`src/rtl/if_unit.sv`:
```
// Instruction-fetch stage: owns the PC, picks the next fetch address
// and buffers redirects that land while fetch is held.
//
// Ports:
//   clk, rst                   clock, synchronous active-high reset
//   ctrl_stall[4:0]            {wb,mem,ex,decode,fetch}; bit0 freezes pc
//   ctrl_pc_re / ctrl_pc       trap/mret redirect pulse and target
//   branch_miss / branch_correct_pc  EX mispredict pulse and target
//   bp_taken / bp_target       predictor result for the current pc
//   imem_ready                 memory returns data for imem_addr
//   imem_addr, imem_req        fetch address and request
//   pc, branch_taken, branch_predict_pc, branch_pc_re  to IF/ID
//   fetch_stall_req            memory not ready
//   redirect_pending           a buffered redirect is waiting
module if_unit #(
  parameter int unsigned      WIDTH    = 32,
  parameter logic [WIDTH-1:0] RESET_PC = '0
) (
  input  logic             clk,
  input  logic             rst,
  input  logic [4:0]       ctrl_stall,
  input  logic             ctrl_pc_re,
  input  logic [WIDTH-1:0] ctrl_pc,
  input  logic             branch_miss,
  input  logic [WIDTH-1:0] branch_correct_pc,
  input  logic             bp_taken,
  input  logic [WIDTH-1:0] bp_target,
  input  logic             imem_ready,
  output logic [WIDTH-1:0] imem_addr,
  output logic             imem_req,
  output logic [WIDTH-1:0] pc,
  output logic             branch_taken,
  output logic [WIDTH-1:0] branch_predict_pc,
  output logic             branch_pc_re,
  output logic             fetch_stall_req,
  output logic             redirect_pending
);

  typedef enum logic {
    RUN,
    PEND
  } state_t;

  localparam logic [WIDTH-1:0] ALIGN =
    {{(WIDTH-2){1'b1}}, 2'b00};

  state_t           state_q, state_d;
  logic [WIDTH-1:0] pc_q, pc_d;
  logic [WIDTH-1:0] pend_pc_q, pend_pc_d;
  logic             pend_trap_q, pend_trap_d;
  logic             re_q, re_d;

  logic             hold;
  logic             redir;
  logic [WIDTH-1:0] redir_pc;
  logic [WIDTH-1:0] bp_pc;
  logic [WIDTH-1:0] seq_pc;

  assign imem_req          = ~rst;
  assign imem_addr         = pc_q;
  assign pc                = pc_q;
  assign fetch_stall_req   = imem_req & ~imem_ready;
  assign branch_taken      = bp_taken & imem_req;
  assign branch_predict_pc = bp_target;
  assign branch_pc_re      = re_q;
  assign redirect_pending  = (state_q == PEND);

  assign hold     = ctrl_stall[0] | fetch_stall_req;
  assign redir    = ctrl_pc_re | branch_miss;
  // trap outranks a same-cycle miss
  assign redir_pc = (ctrl_pc_re ? ctrl_pc
                                : branch_correct_pc) & ALIGN;
  assign bp_pc    = bp_target & ALIGN;
  assign seq_pc   = pc_q + WIDTH'(4);

  always_comb begin
    state_d     = state_q;
    pc_d        = pc_q;
    pend_pc_d   = pend_pc_q;
    pend_trap_d = pend_trap_q;
    re_d        = 1'b0;
    unique case (state_q)
      RUN: begin
        unique case (1'b1)
          redir && !hold: begin
            pc_d = redir_pc;
            re_d = 1'b1;
          end
          redir && hold: begin
            pend_pc_d   = redir_pc;
            pend_trap_d = ctrl_pc_re;
            state_d     = PEND;
          end
          !redir && !hold: begin
            pc_d = bp_taken ? bp_pc : seq_pc;
          end
          default: ;
        endcase
      end
      PEND: begin
        // a buffered trap is never displaced by a miss
        if (ctrl_pc_re) begin
          pend_pc_d   = redir_pc;
          pend_trap_d = 1'b1;
        end else if (branch_miss && !pend_trap_q) begin
          pend_pc_d = redir_pc;
        end
        if (!hold) begin
          pc_d    = pend_pc_d;
          re_d    = 1'b1;
          state_d = RUN;
        end
      end
      default: ;
    endcase
  end

  always_ff @(posedge clk) begin
    if (rst) begin
      state_q     <= RUN;
      pc_q        <= RESET_PC;
      pend_pc_q   <= '0;
      pend_trap_q <= 1'b0;
      re_q        <= 1'b0;
    end else begin
      state_q     <= state_d;
      pc_q        <= pc_d;
      pend_pc_q   <= pend_pc_d;
      pend_trap_q <= pend_trap_d;
      re_q        <= re_d;
    end
  end

endmodule

```
`config.mk`:
```
export PLATFORM = sky130hd
export DESIGN_NAME = if_unit
export DESIGN_NICKNAME = d
export VERILOG_FILES = /design/src/rtl/if_unit.sv
export SDC_FILE = /design/constraint.sdc
export NUM_CORES = 1
export LEC_CHECK = 0
export CORE_MARGIN = 1.5
export CORE_UTILIZATION = 44
export CTS_CLUSTER_DIAMETER = 100
export CTS_CLUSTER_SIZE = 40
export DETAILED_ROUTE_END_ITERATION = 8
export GPL_ROUTABILITY_DRIVEN = 1
export PLACE_DENSITY = 0.85
export SLEW_MARGIN = 5
export SYNTH_ARGS = -nofsm -noshare
export SYNTH_HDL_FRONTEND = slang
export SYNTH_SLANG_ARGS = --single-unit
```
`constraint.sdc`:
```
create_clock -name clk -period 2.4 [get_ports clk]
set_clock_uncertainty 0.05 [all_clocks]
set_input_delay 0.24 -clock clk [delete_from_list [all_inputs] [get_ports clk]]
set_output_delay 0.24 -clock clk [all_outputs]
set_load 0.02 [all_outputs]
```
==> results by group, run 1 <==
Synthesis
  – Yosys warns: 0
  – Synth Area in Simple Gates: 22.2%
  – Post-synthesis sequential area ratio: 26.0%
  – EDFF count, synth: 0
  – Yosys top cell area share: 26.0%
  – Syn_nets: 787
  – Synthesized cell area: 0.00516 mm^2
  – Mean Syn Cell Area: around 7.6 um^2
  – Synth Area in XOR/XNOR: ~2.2%
  – Synth area leader: dfxtp_1
  – Asr flop ratio synth: 0%
  – Dominant cells by area after synthesis: dfxtp_1 (26%), buf_4 (9.3%), mux2_2 (5.9%)
  – Distinct cells, synth: 70
  – Post-synthesis register bit count: 67
  – Largest family of logic cells by synthesized area: compound AO/OA/AOI/OAI gates
  – Adder-Cell Fraction of Synth Area: 0.242%
  – Synth Area in Compound Gates: 25.6%
  – Multiplexer area fraction after synthesis: 8.99%
  – Primary FF master, synth: dfxtp_1
  – Synth Instances: approximately 680

Power and ir drop
  – Power Dens Cells: 543 mW/mm^2
  – Peak supply drop: between 200 and 300 uV
  – PnR Total Power: between 4 and 5 mW
  – Leak pwr: ~2.8 nW

STA
  – RSZ-0062 raised after global routing: false
  – Final-report hold violation count: 0
  – Slew HR: between 50% and 60%
  – Final Slew Violations: 0
  – Fin Hold WS: roughly 0.32 ns
  – F_max: 466 MHz
  – Worst slew pin tran: around 0.61 ns
  – Setup TNS: 0 ns
  – Tcrit/Tclk final: 89.5%
  – Final Critical Period: 2.15 ns
  – Finish-stage setup viols: 0

Global routing
  – Gr usage total: just under 30%
  – Number of global-route vias before repair: 5,613
  – Largest net degree at the start of global routing: 48
  – First-pass GRT wire length: about 29,000 um
  – Initial antenna violation count: 0
  – GR Overflow Total: 0

CTS
  – H-tree lvl count: 3
  – CTS tree: done
  – Setup bufs post-CTS: 0
  – Clk slew on worst S/H paths: roughly 0.060 ns
  – Clk sinks: 67
  – CTS Root Cell: clkbuf_16
  – Post-cts resize count: 0
  – CTS max path bufs: 2
  – Clock insertion delay at the later pin of the skew report: about 0.34 ns
  – Total CTS buffers: 9
  – Post-cts hold buffer count: 0

Routing
  – DR iter-0 viols: ~540
  – Detail Route Antenna Nets: 0
  – Router iterations before antenna repair: 7
  – Vias per Instance: between 6 and 7
  – Via count: roughly 5,900
  – Wire length per cell: 19.3 um
  – DRC: 0
  – Final WL: between 15,000 and 20,000 um

Finish
  – Fin nets: about 940
  – FILL cells: 993
  – Number of diodes: 0
  – Final cell count without fillers: 976
  – Synth-to-layout area growth: 43.2%
  – Layout cells sized above 1: around 15%

Die
  – Die X: 111 um
  – Starting Density: a little under half
  – CORE AREA: ~0.011 mm^2
  – I/O pin cnt: about 210
  – Site Rows: 39
  – Die area: roughly 0.012 mm^2
  – Die Span Y: 111 um

Worst setup path
  – Setup CP Type: register to register
  – Worst path max stage delay: 0.71 ns
  – Required time of the critical path: roughly 2.6 ns
  – Worst setup SP type: register
  – Crit path capture type: register
  – Largest delay share family, worst path: simple AND/OR/NAND/NOR gates
  – WP data arrival: roughly 2.3 ns
  – Crit path max-delay cell type: or4_1
  – Critical Path, Cell by Cell: nand3_2, or4_1, o311a_2, a211oi_2, nor4_1
  – Worst path bufs/invs: 0
  – CP Max Fanout: 7

Place
  – GPL Wtd Cong: approximately 0.95
  – Post-DP HPWL: 14,400 um
  – IO Port Bufs: roughly 200
  – Placed cell count: 960

Outcome
  – Status: completed

Run
  – Maximum Capacitance Violations: 0

Worst hold path
  – Hold Crit Class: input pin to register
logic make-up (layout without fill, tap and decap cells):
group	after synthesis	count (layout)
buffers and inverters	132	286
multiplexers	43	43
AND/OR/NAND/NOR	230	230
adder cells (fa/ha/maj)	1	1
AO/OA/AOI/OAI	193	193
flip-flops	67	67
XOR/XNOR	13	13
state kept, by name (all words and copies together) (netlist names):
name,count
pend_pc_q,32
redirect_pending,1
branch_pc_re,1
imem_addr,32
pend_trap_q,1
cells in the mapped netlist (10+ instances only):
master    instances
mux2_2           27
a211oi_1         25
clkbuf_1         36
nand2_1          39
o21ai_0          43
buf_4            64
nand3_1          22
buf_2            16
dfxtp_1          67
o211ai_1         19
nor3_1           33
nor2_1           74
mux2i_1          16
a221oi_1         11
a21oi_1          33
inv_1            10
nand2b_1         15
nand4_1          13
through the flow:
step                      area (um^2)  setup slack, ns  utilization (%)
after floorplan                  5160            0.238                -
after global placement           7090           0.0690             62.1
after detailed placement         7090           0.0650             62.1
after CTS                        7390            0.268             64.7
after global routing             7390           0.0808             64.7
final                            7390            0.253             64.7
per-layer routing:
layer / global-route usage, % / up-vias / share of wire (%)
met5: 0 / - / 0
met4: 11.8 / 0 / 3.0
met3: 4.76 / 43 / 8.8
met2: 48.4 / 354 / 47
met1: 38.3 / 2732 / 41
li1: - / 2744 / -
layout by cell type (no fill, tap or decap), drive strengths merged, types with 8 or more instances in the layout:
| master | netlist | final |
|---|---|---|
| nor4 | 9 | 9 |
| nor3 | 33 | 33 |
| clkdlybuf4s50 | 0 | 192 |
| o211ai | 19 | 19 |
| a31oi | 9 | 9 |
| buf | 85 | 68 |
| nand3 | 23 | 23 |
| nor2 | 75 | 75 |
| o21ai | 43 | 43 |
| nand2b | 15 | 15 |
| a211oi | 26 | 26 |
| dfxtp | 67 | 67 |
| inv | 10 | 10 |
| mux2 | 27 | 27 |
| clkbuf | 37 | 10 |
| xor2 | 8 | 8 |
| nand4 | 16 | 16 |
| nand2 | 39 | 39 |
| a21oi | 34 | 34 |
| mux2i | 16 | 16 |
| a221oi | 11 | 11 |
worst min-delay path, stage by stage:
cell	delay [ns]
buf_2	0.13
buf_4	0.22
a21oi_1	0.06
cell type report:
class / count / area [um^2] / share of cell area (%)
Clock buffer: 10 / 239 / 3.23
Tap cell: 143 / 179 / 2.42
Clock inverter: 6 / 65.1 / 0.880
Inverter: 10 / 37.5 / 0.508
Timing Repair Buffer: 260 / 2470 / 33.5
Multi-Input combinational cell: 480 / 3060 / 41.3
Sequential cell: 67 / 1340 / 18.1
path summary, 6_finish.rpt:
path / depth (start not counted) / slack [ns] / to / start
worst max-delay path: 5 / 0.25 / imem_addr[25]$_SDFFE_PP0P_ / imem_addr[5]$_SDFFE_PP0P_
worst min-delay path: 3 / 0.32 / imem_addr[4]$_SDFFE_PP0P_ / rst
worst max register to register: 5 / 0.25 / imem_addr[25]$_SDFFE_PP0P_ / imem_addr[5]$_SDFFE_PP0P_
worst min register to register: 2 / 0.43 / imem_addr[0]$_SDFFE_PP0P_ / imem_addr[0]$_SDFFE_PP0P_
power by group:
part	switching (mW)	total [mW]	leakage [nW]	internal (mW)
combinational	0.701	1.35	2.07	0.649
clock	0.527	1.36	0.148	0.832
sequential	0.0860	1.30	0.555	1.22
total	1.31	4.01	2.77	2.70
(Power assumes the default switching activity.)
==> inputs of run 2 (changes only) <==
- clock period: 2.4 -> 2.2 ns (I/O delays scaled with it)
==> results by group, run 2 (same netlist as run 1, synthesis figures left out) <==
Die
  – I/O pin cnt: approximately 210
  – Starting Density: approximately 45%
  – Die area: 0.0124 mm^2
  – Site Rows: 39
  – Die Span Y: approximately 110 um
  – CORE AREA: 0.0114 mm^2
  – Die X: around 110 um

STA
  – Worst slew pin tran: approximately 0.67 ns
  – Slew HR: between 50% and 60%
  – Tcrit/Tclk final: 95.1%
  – F_max: 478 MHz
  – Min setup slack post-route: between 0.1 and 0.15 ns
  – Final Critical Period: roughly 2.1 ns
  – Final Slew Violations: 0
  – Finish-stage setup viols: 0
  – Final-report hold violation count: 0

Worst hold path
  – Hold Startpoint: rst
  – Hold Path Depth: 3
  – Hold Crit Class: input pin to register
  – Min-Delay Endpoint: pend_pc_q[25]$_SDFFE_PP0P_

Finish
  – Layout cells sized above 1: between 10% and 20%
  – FF+latch area: 0.00134 mm^2
  – Area of the multi-input gates: 0.00306 mm^2
  – Number of diodes: 0
  – Most frequent cells in the layout: clkdlybuf4s50_1 (192), buf_4 (89), nor2_1 (74), dfxtp_1 (67), o21ai_0 (43)
  – Fin nets: between 900 and 1,000
  – FILL cells: approximately 960
  – Synth-to-layout area growth: 48.2%
  – Most common cell after layout, fill and taps aside: clkdlybuf4s50_1

Worst setup path
  – Crit path capture type: register
  – Setup CP Type: register to register
  – WP data arrival: roughly 2.3 ns
  – Required time of the critical path: between 2 and 2.5 ns
  – FF-to-FF Start: imem_addr[21]$_SDFFE_PP0P_
  – CP Max Fanout: 6
  – R2R Setup Slk: around 0.11 ns
  – Worst setup SP type: register
  – Worst r2r dst: imem_addr[26]$_SDFFE_PP0P_
  – Reg2Reg Depth: 6

Place
  – IO Port Bufs: 195
  – GPL Wtd Cong: approximately 0.9
  – Post-DP HPWL: 15,100 um
  – DP Worst Slack: -0.00589 ns

Routing
  – DRC: 0
  – Via count: between 6,000 and 7,000
  – Router iterations before antenna repair: 5
  – Detail Route Antenna Nets: 0
  – Vias per Instance: about 6.0
  – Final WL: between 15,000 and 20,000 um
  – DR iter-0 viols: around 440
  – Wire length per cell: 19.4 um

Global routing
  – Number of global-route vias before repair: ~5,700
  – First-pass GRT wire length: ~30,000 um
  – Largest net degree at the start of global routing: 46
  – GR Overflow Total: 0
  – Gr usage total: 30.5%
  – Initial antenna violation count: 0

CTS
  – CTS Root Cell: clkbuf_16
  – Clk sinks: between 60 and 70
  – Total CTS buffers: 9
  – H-tree lvl count: 3
  – CTS tree: done
  – Post-cts hold buffer count: 0
  – Clock insertion delay at the later pin of the skew report: 0.34 ns
  – Clk slew on worst S/H paths: roughly 0.060 ns
  – CTS max path bufs: 2

Power and ir drop
  – Power Dens Cells: 596 mW/mm^2
  – Net Sw Frac: 32.0%
  – Peak supply drop: 395 uV
  – Clk pwr share: a little over a third
  – PnR Total Power: roughly 4.6 mW
  – Seq pwr share: a little under a third
  – Comb pwr share: between 30% and 40%
  – Leak pwr: around 3 nW
  – Pint: 3.10 mW
  – Psw: ~1.5 mW

Run
  – Maximum Capacitance Violations: 0

Outcome
  – Status: completed
## run 2: changes by cell type in the layout (fill, tap and decap cells not counted)
cell	before	now
or4_1	3	2
or4_4	0	1
clkinvlp_4	1	2
clkinv_2	2	1
buf_12	4	5
bufinv_16	1	2
clkinv_4	2	1
buf_4	61	89
## run 2: metrics by stage
step	cells	setup TNS, ns	hold WS [ns]	util [%]	instance area (um^2)
after floorplan	679	0	0.369	-	5160
after global placement	988	0	0.390	64.0	7310
after detailed placement	988	-0.00589	0.390	64.0	7310
after CTS	1004	0	0.269	66.9	7640
after global routing	1005	-0.0202	0.296	67.0	7650
final	1005	0	0.269	67.0	7650
## run 2: power by group through the flow
stage / combinational, mW / sequential [mW] / clock, mW
finish: 1.54 / 1.41 / 1.60
global route: 1.64 / 1.43 / 1.67
CTS: 1.53 / 1.41 / 1.61
detailed placement: 1.52 / 1.44 / 0
global placement: 1.49 / 1.43 / 0
floorplan: 0.774 / 1.50 / 0
## run 2: final cells by class
class                           count  share of cell area (%)
Clock buffer                       10                    3.12
Clock inverter                      6                    1.16
Inverter                           10                   0.491
Multi-Input combinational cell    480                    40.0
Sequential cell                    67                    17.5
Tap cell                          143                    2.34
Timing Repair Buffer              289                    35.4
## run 2: worst max-delay path by stage
stage | from | to | slack [ns] | cells past startpoint
2_1_floorplan | imem_addr[2]$_SDFFE_PP0P_ | imem_addr[24]$_SDFFE_PP0P_ | 0.04 | 7
3_3_place_gp | branch_miss | imem_addr[23]$_SDFFE_PP0P_ | 0.07 | 6
3_5_place_dp | branch_miss | imem_addr[23]$_SDFFE_PP0P_ | -0.006 | 6
4_1_cts | imem_addr[10]$_SDFFE_PP0P_ | imem_addr[25]$_SDFFE_PP0P_ | 0.06 | 5
5_1_grt | imem_addr[21]$_SDFFE_PP0P_ | imem_addr[26]$_SDFFE_PP0P_ | -0.02 | 6
6_report | imem_addr[21]$_SDFFE_PP0P_ | imem_addr[26]$_SDFFE_PP0P_ | 0.11 | 6
## run 2: what timing repair did
| item | CTS | global route |
|---|---|---|
| setup endpoints to repair | 0 | 4 |
| resized for setup | 0 | 1 |
| buffers inserted | 0 | 1 |
## run 2: per-layer routing
metal | routed length [um] | vias up | GRT usage, %
met5 | 0 | - | 0
met4 | 510 | 0 | 10.2
met3 | 1720 | 41 | 6.67
met2 | 9280 | 337 | 50.4
met1 | 8000 | 2831 | 39.4
li1 | - | 2811 | -
## run 2: critical path: stages, from the launching register on
cell      delay, ns
dfxtp_1        0.46
nand4_2        0.23
or2_0          0.37
buf_4          0.18
nor4_1         0.26
o311ai_0       0.17
a221oi_1       0.28
